File: src/rtl/abs_dif_pkg.sv
// Shared types and default sizing for the absolute-difference SAD accumulator.
package abs_dif_pkg;

  localparam int unsigned W_DEF     = 4;
  localparam int unsigned N_DEF     = 4;
  localparam int unsigned ACC_W_DEF = 6;

  typedef enum logic [1:0] {
    IDLE = 2'd0,
    ACC  = 2'd1,
    OUT  = 2'd2
  } state_e;

endpackage

File: src/rtl/mux21.sv
// Two-input W-bit multiplexer used to select the non-negative difference.
module mux21 #(
  parameter int unsigned W = 4
) (
  input  logic [W-1:0] in0,
  input  logic [W-1:0] in1,
  input  logic         sel,
  output logic [W-1:0] out
);

  assign out = sel ? in1 : in0;

endmodule

File: src/rtl/abs_dif_sad.sv
// Frame-based sum of absolute differences over N operand pairs with a ready/valid result.
// Define ABS_DIF_SAT_EN to saturate the accumulator and report a sticky ovf flag.
module abs_dif_sad
  import abs_dif_pkg::*;
#(
  parameter int unsigned W     = W_DEF,
  parameter int unsigned N     = N_DEF,
  parameter int unsigned ACC_W = ACC_W_DEF
) (
  input  logic             clk,
  input  logic             rst_n,
  input  logic             clr,
  input  logic [W-1:0]     a,
  input  logic [W-1:0]     b,
  input  logic             in_valid,
  output logic             in_ready,
  output logic [ACC_W-1:0] sad,
  output logic             out_valid,
  input  logic             out_ready,
  output logic             ovf
);

  localparam int unsigned CNT_W = $clog2(N + 1);
  localparam logic [CNT_W-1:0] LAST = CNT_W'(N - 1);

  state_e           state;
  state_e           state_nxt;
  logic [ACC_W-1:0] acc;
  logic [ACC_W-1:0] acc_sum;
  logic [CNT_W-1:0] cnt;
  logic             ovf_q;
  logic             ovf_sum;
  logic [W-1:0]     d0;
  logic [W-1:0]     d1;
  logic [W-1:0]     absd;
  logic             sel;
  logic             accept;
  logic             last;
  logic             done;

  assign d0  = a - b;
  assign d1  = b - a;
  assign sel = (a < b);

  mux21 #(.W(W)) u_mux21 (
    .in0 (d0),
    .in1 (d1),
    .sel (sel),
    .out (absd)
  );

  assign accept = in_valid && in_ready;
  assign last   = (cnt == LAST);
  assign done   = out_valid && out_ready;

`ifdef ABS_DIF_SAT_EN
  logic [ACC_W:0] wide;

  // One extra carry bit detects overflow; clamp to all-ones and latch ovf.
  always_comb begin
    wide = {1'b0, acc} + (ACC_W + 1)'(absd);
    if (wide[ACC_W]) begin
      acc_sum = '1;
      ovf_sum = 1'b1;
    end else begin
      acc_sum = wide[ACC_W-1:0];
      ovf_sum = ovf_q;
    end
  end
`else
  always_comb begin
    acc_sum = acc + ACC_W'(absd);
    ovf_sum = 1'b0;
  end
`endif

  // Accumulator, pair count and overflow flag; clr wins over any handshake.
  always_ff @(posedge clk or negedge rst_n) begin
    if (!rst_n) begin
      acc   <= '0;
      cnt   <= '0;
      ovf_q <= 1'b0;
    end else if (clr || done) begin
      acc   <= '0;
      cnt   <= '0;
      ovf_q <= 1'b0;
    end else if (accept) begin
      acc   <= acc_sum;
      cnt   <= cnt + CNT_W'(1);
      ovf_q <= ovf_sum;
    end
  end

  always_ff @(posedge clk or negedge rst_n) begin
    if (!rst_n) state <= IDLE;
    else        state <= state_nxt;
  end

  always_comb begin
    state_nxt = state;
    if (clr) begin
      state_nxt = IDLE;
    end else begin
      case (state)
        IDLE:    if (accept) state_nxt = ACC;
        ACC:     if (accept && last) state_nxt = OUT;
        OUT:     if (out_ready) state_nxt = IDLE;
        default: state_nxt = IDLE;
      endcase
    end
  end

  always_comb begin
    in_ready  = 1'b1;
    out_valid = 1'b0;
    case (state)
      OUT: begin
        in_ready  = 1'b0;
        out_valid = 1'b1;
      end
      default: ;
    endcase
  end

  assign sad = acc;
  assign ovf = ovf_q;

endmodule

File: config.mk
export PLATFORM = sky130hd
export DESIGN_NAME = abs_dif_sad
export DESIGN_NICKNAME = d
export VERILOG_FILES = /design/src/rtl/abs_dif_pkg.sv /design/src/rtl/mux21.sv /design/src/rtl/abs_dif_sad.sv
export SDC_FILE = /design/constraint.sdc
export NUM_CORES = 1
export LEC_CHECK = 0
export ABC_CLOCK_PERIOD_IN_PS = 2900
export CORE_ASPECT_RATIO = 0.75
export CORE_MARGIN = 10
export CORE_UTILIZATION = 52
export CTS_CLUSTER_SIZE = 12
export DETAILED_ROUTE_END_ITERATION = 12
export PLACE_DENSITY = 0.85
export SLEW_MARGIN = 40
export SYNTH_ARGS = -nofsm -noshare
export SYNTH_HDL_FRONTEND = slang
export SYNTH_SLANG_ARGS = --single-unit
File: constraint.sdc
create_clock -name clk -period 2.9 [get_ports clk]
set_input_delay 0.29 -clock clk [delete_from_list [all_inputs] [get_ports clk]]
set_output_delay 0.29 -clock clk [all_outputs]
set_load 0.01 [all_outputs]
After elaboration in Yosys (flattened, before gate mapping)

Index checks and enable logic that the tools add are counted.

Register bits after elaboration: 12
Bits in latches: 0
Memory bits (writable): 0
Bits in read-only memories: 0
Input port bits: 13
Output and inout port bits: 9
Logic and storage cells: 36
Memories: 0

Add/sub/neg operators: 4
$mul: 0
Divide/modulo/power cells: 0
Magnitude comparators: 1
Equal/unequal tests: 6
Shifts and indexed selects: 0
Multiplexer cells: 14
Bitwise logic cells: 0
Reduce and logical (&&, ||, !) cells: 7

Operators with widths:

| cell                                                | number |
|---|---|
| two-way mux 6 bit                                   | 2 |
| inequality test 3 bit, second input constant        | 3 |
| two-way mux 2 bit                                   | 4 |
| subtractor 4 bit                                    | 2 |
| adder 6 x 4 -> 6 bit                                | 1 |
| two-way mux 3 bit                                   | 2 |
| one-hot mux 2 bit (3 select lines)                  | 1 |
| less-than comparator 4 bit                          | 1 |
| two-way mux 1 bit                                   | 4 |
| two-way mux 4 bit                                   | 1 |
| adder 3 x 1 -> 3 bit, second input constant         | 1 |
| equality test 3 x 2 -> 1 bit, second input constant | 1 |
| logical AND 1 bit                                   | 3 |
| AND reduction 3 bit                                 | 1 |
| equality test 2 x 1 -> 1 bit, second input constant | 1 |
| equality test 2 bit, second input constant          | 1 |
| logical NOT 2 bit                                   | 1 |
| nonzero test 2 bit                                  | 1 |
| logical OR 1 bit                                    | 1 |

Logic depth before layout (Yosys ltp)

Gate-level depths: netlist (run 1).

Depth in word-level cells: 7
Gate-level depth with buffers: 13
Gate-level depth less buffers: 13

Cells and area by module

Synthesis (run 1) repeated with hierarchy kept, for this count alone.

Cell total of the unflattened synthesis: 99
Area, all modules: 945.9 µm²

Modules (own cells, without submodules):

| module      | times used | cells an instance | area an instance (µm²) | seq. area each (µm²) |
|---|---|---|---|---|
| abs_dif_sad | 1          | 95                | 900.9                  | 275.3 |
| mux21       | 1          | 4                 | 45.0                   | 0.0 |

Worst setup path after synthesis (run 1)

Ideal clock, no wire load.

Path kind: input port to flip-flop
From: in a[0]
To: reg acc[3], in the netlist sad[3]
Library setup time: 124 ps
Arrival time: 2402 ps
Required time: 2776 ps
Path slack: 375 ps
Stages: 12
Buffers on the path: 0
Cells stage by stage: inv_1 -> ha_1 -> inv_1 -> fa_1 -> a21o_1 -> a21oi_4 -> mux2_4 -> ha_1 -> a21o_1 -> a21oi_1 -> xor2_1 -> o21ai_1

Longest elaborated chain between the ends: 5
Elaborated cells between the ends (all ways): 7
Those cells by class: add/sub (3); order compare (1); mux (3)

Ends and longest elaborated chain:

| element                                  | RTL line          | source |
|---|---|---|
| from (decl)                              | abs_dif_sad.sv:13 | `input logic [W-1:0] a,` |
| subtractor 4 bit (tied with other cells) | abs_dif_sad.sv:41 | `assign d0 = a - b;` |
| two-way mux 4 bit (*)                    | mux21.sv:11       | `assign out = sel ? in1 : in0;` |
| adder 6 x 4 -> 6 bit (*)                 | abs_dif_sad.sv:72 | `acc_sum = acc + ACC_W'(absd);` |
| two-way mux 6 bit (*)                    | abs_dif_sad.sv:87 | `end else if (accept) begin` |
| two-way mux 6 bit (*)                    | abs_dif_sad.sv:83 | `end else if (clr \|\| done) begin` |
| to (signal assigned)                     | abs_dif_sad.sv:88 | `acc <= acc_sum;` |
| to (decl)                                | abs_dif_sad.sv:28 | `logic [ACC_W-1:0] acc;` |

Every way passes the cells marked *; elsewhere a longest branch is shown, timed or not. The select of a mux whose other input is x is not followed.
A chain may end at the register's enable or synchronous reset.

Worst setup path after layout (run 1)

From: in b[1]
To: reg acc[5], in the netlist sad[5]

Longest elaborated chain between the ends: 5
Elaborated cells between the ends (all ways): 7
Those cells by class: add/sub (3); order compare (1); mux (3)

Ends and longest elaborated chain:

| element                                  | RTL line          | source |
|---|---|---|
| from (decl)                              | abs_dif_sad.sv:14 | `input logic [W-1:0] b,` |
| subtractor 4 bit (tied with other cells) | abs_dif_sad.sv:41 |  |
| two-way mux 4 bit (*)                    | mux21.sv:11       |  |
| adder 6 x 4 -> 6 bit (*)                 | abs_dif_sad.sv:72 |  |
| two-way mux 6 bit (*)                    | abs_dif_sad.sv:87 |  |
| two-way mux 6 bit (*)                    | abs_dif_sad.sv:83 |  |

Marks and branches as above.

==> results of run 1 <==
==> cells by family (layout without fill, tap and decap cells) <==
group,count (synthesis),after routing,share of synthesized area
buffers and inverters,17,48,0.0722
other,1,1,0.00401
flip-flops,11,11,0.294
AND/OR/NAND/NOR,21,21,0.119
XOR/XNOR,4,4,0.0374
AO/OA/AOI/OAI,23,23,0.176
multiplexers,5,5,0.0588
adder cells (fa/ha/maj),16,16,0.238
==> through the flow <==
stage               TNS [ns]  setup slack [ns]
finish                     0            0.0128
global route          -0.174            -0.109
CTS                        0            0.0209
detailed placement    -0.950            -0.299
global placement      -0.503            -0.193
floorplan                  0             0.375
==> Yosys cell counts <==
master     n  area [um2]
a211oi_1   1        7.51
a211oi_4   1        20.0
a21o_1     2        15.0
a21oi_1    4        20.0
a21oi_4    1        16.3
a22o_1     2        17.5
and3b_4    1        12.5
buf_4      1        7.51
conb_1     1        3.75
dfrtp_1   11         275
fa_1       3        60.1
ha_1      13         163
inv_1     15        56.3
inv_2      1        3.75
mux2_4     1        15.0
mux2i_1    4        40.0
nand2_1    9        33.8
nand2b_4   1        13.8
nand3_1    1        5.00
nand4_1    1        6.26
nor2_1     4        15.0
nor2b_1    1        6.26
o211a_1    1        10.0
o21ai_0    5        25.0
o21ai_1    5        25.0
o22a_1     1        8.76
or2_1      1        6.26
or3_1      2        12.5
xnor2_1    2        17.5
xor2_1     2        17.5
==> area by class of cell <==
type                    instances  area, um2
multi-input cells              70        609
fillers                       143        459
flip-flops and latches         11        275
repair buffers                 28        265
inverters                      16       60.1
well taps                      22       27.5
clock buffers                   3       22.5
clock inverters                 1       5.00
==> registers in the layout, indices dropped and copies added, names as in the netlist <==
name / cells
sad: 6
cnt: 3
state: 2
==> power breakdown <==
part	internal, mW	leakage (nW)	switching, mW
clock	0.0512	0.0177	0.0599
combinational	0.147	0.472	0.127
sequential	0.171	0.148	0.0174
==> worst min-delay path by stage <==
stage | startpoint | to | slack (ns) | cells past startpoint
4_1_cts | rst_n | state[0] | 0.36 | 1
6_report | rst_n | sad[4] | 0.35 | 1
3_5_place_dp | cnt[2] | cnt[2] | 0.48 | 2
3_3_place_gp | cnt[2] | cnt[2] | 0.47 | 2
2_1_floorplan | rst_n | cnt[0] | -0.006 | 0
5_1_grt | rst_n | state[0] | 0.39 | 1
==> routing by layer <==
| layer | share of wire | routed length (um) |
|---|---|---|
| met5 | 0 | 0 |
| met4 | 0.030 | 73 |
| met3 | 0.047 | 113 |
| met2 | 0.49 | 1170 |
| met1 | 0.44 | 1050 |
==> critical path, cell delays in order <==
cell	delay (ns)
clkdlybuf4s50_1	0.48
inv_1	0.07
fa_2	0.34
a21o_1	0.22
a21oi_4	0.24
mux2i_2	0.29
xnor2_1	0.11
ha_1	0.36
o21ai_0	0.25
o21ai_0	0.11
nand4_1	0.13
mux2i_1	0.21
==> what timing repair did <==
action | in CTS | in global routing
pin swaps | 2 | 7
buffers inserted | 0 | 1
setup endpoints to repair | 1 | 3
gates resized for setup | 0 | 7
==> impl_metrics.json, run 1 <==
{
  "fin_cells": 151,
  "wirelength_um": 2410,
  "grt_use_met1": 0.141,
  "synth_area_um2": 936,
  "setup_viol": 0,
  "finalNetCount": 159,
  "cap_viol_max_count": 0,
  "dp_hpwl_um": 1830,
  "crit_type": "in2reg",
  "clock_tree.root_cell": "clkbuf_4",
  "core_um2": 1720,
  "critPathMaxFanout": 4,
  "p_total_mw": 0.573,
  "period_minus_slack_ns": 2.89,
  "holdBufCountCts": 0,
  "p_per_area_nw_per_um2": 453,
  "cts_tree": "yes",
  "drcViolationCount": 0,
  "max-slew-margin-rel": 0.644,
  "start_util": 0.543,
  "grt_util_met2": 0.180,
  "io_pins": 22,
  "layout_commonest_cell": "clkdlybuf4s50_1",
  "irDropWorstVdd_v": 0.000388,
  "dp.cells": 146,
  "design_area_um2": 1260,
  "die_area_um2": 3910,
  "die_height_um": 56.7,
  "clock.fmax_ghz": 0.346,
  "antenna_found_initial": 0,
  "dr_total_vias": 792,
  "grt_pass1_wl_um": 3500,
  "die_w_um": 69.0,
  "synth.yosys.seq_area_share": 0.294,
  "synth-seq-cells": 11,
  "crit_path_end_kind": "flip-flop",
  "r2r_cells": 7,
  "syn_area_per_cell_um2": 9.55,
  "crit_end": "sad[5]",
  "startpoint_type": "primary input",
  "finalCritPeriodShare": 0.996,
  "synthToLayoutAreaGrowth_pct": 35.2,
  "synth.distinct_cells": 30,
  "rrSetupSlack_ns": 1.05,
  "p_leak_nw": 0.637,
  "crit_path_start": "b[1]",
  "hold_slack_ns": 0.355,
  "detail_route.wl_per_cell_um": 16.0,
  "grt_max_degree": 12,
  "grt_pass1_vias": 789,
  "ys_warn_count": 0,
  "min_path_type": "in2async",
  "fin_util": 0.734,
  "rr_endpoint": "sad[4]",
  "gp_congestion": 0.782,
  "globalRouteMet3Util": 0.0356,
  "final_cell_mix": "clkdlybuf4s50_1 (18), inv_1 (15), ha_1 (12)",
  "drtPass1Iterations": 4,
  "core.rowCount": 13,
  "skew_ns": 0.000605,
  "io_buffers": 20,
  "vias_per_cell": 5.25,
  "placed_cell_area_um2": 1210,
  "syn_inst": 98,
  "synth_nets": 127,
  "finalHoldViolCount": 0,
  "diodes": 0,
  "status": "complete, no violations",
  "drive_gt1_frac": 0.171,
  "htreeDepth": 1,
  "cts.sinks": 11,
  "worst_pin_slew_ns": 0.533,
  "grt_usage": 0.118,
  "overflow": 0,
  "worst_ep_required_time_ns": 3.10,
  "cts_buffer_depth": 2,
  "drtIter0Drc": 25,
  "worst_skew_pair.late_latency_ns": 0.28,
  "cp.arrival_ns": 3.09,
  "slew_viol_final": 0,
  "r2r-start": "sad[0]",
  "detail-route-antenna-nets": 0,
  "busiest_layer": "met2",
  "clk_pin_slew_ns": 0.08,
  "numCtsBuffers": 3
}
No activity file was read; power rests on OpenSTA's default activity.
==> run 2: changes to the inputs <==
--- a/config.mk
+++ b/config.mk
@@ -9,7 +9,6 @@
 export CORE_ASPECT_RATIO = 0.75
 export CORE_MARGIN = 10
 export CORE_UTILIZATION = 52
-export CTS_CLUSTER_SIZE = 12
 export DETAILED_ROUTE_END_ITERATION = 12
 export PLACE_DENSITY = 0.85
 export SLEW_MARGIN = 40
==> results of run 2 <==
Final layout, timing and power as in run 1 (identical DEF).
==> run 3: changes to the inputs <==
--- a/config.mk
+++ b/config.mk
@@ -9,6 +9,7 @@
 export CORE_ASPECT_RATIO = 0.75
 export CORE_MARGIN = 10
 export CORE_UTILIZATION = 52
+export CTS_CLUSTER_SIZE = 40
 export DETAILED_ROUTE_END_ITERATION = 12
 export PLACE_DENSITY = 0.85
 export SLEW_MARGIN = 40
==> results of run 3 <==
Final layout, timing and power as in run 1 (identical DEF).
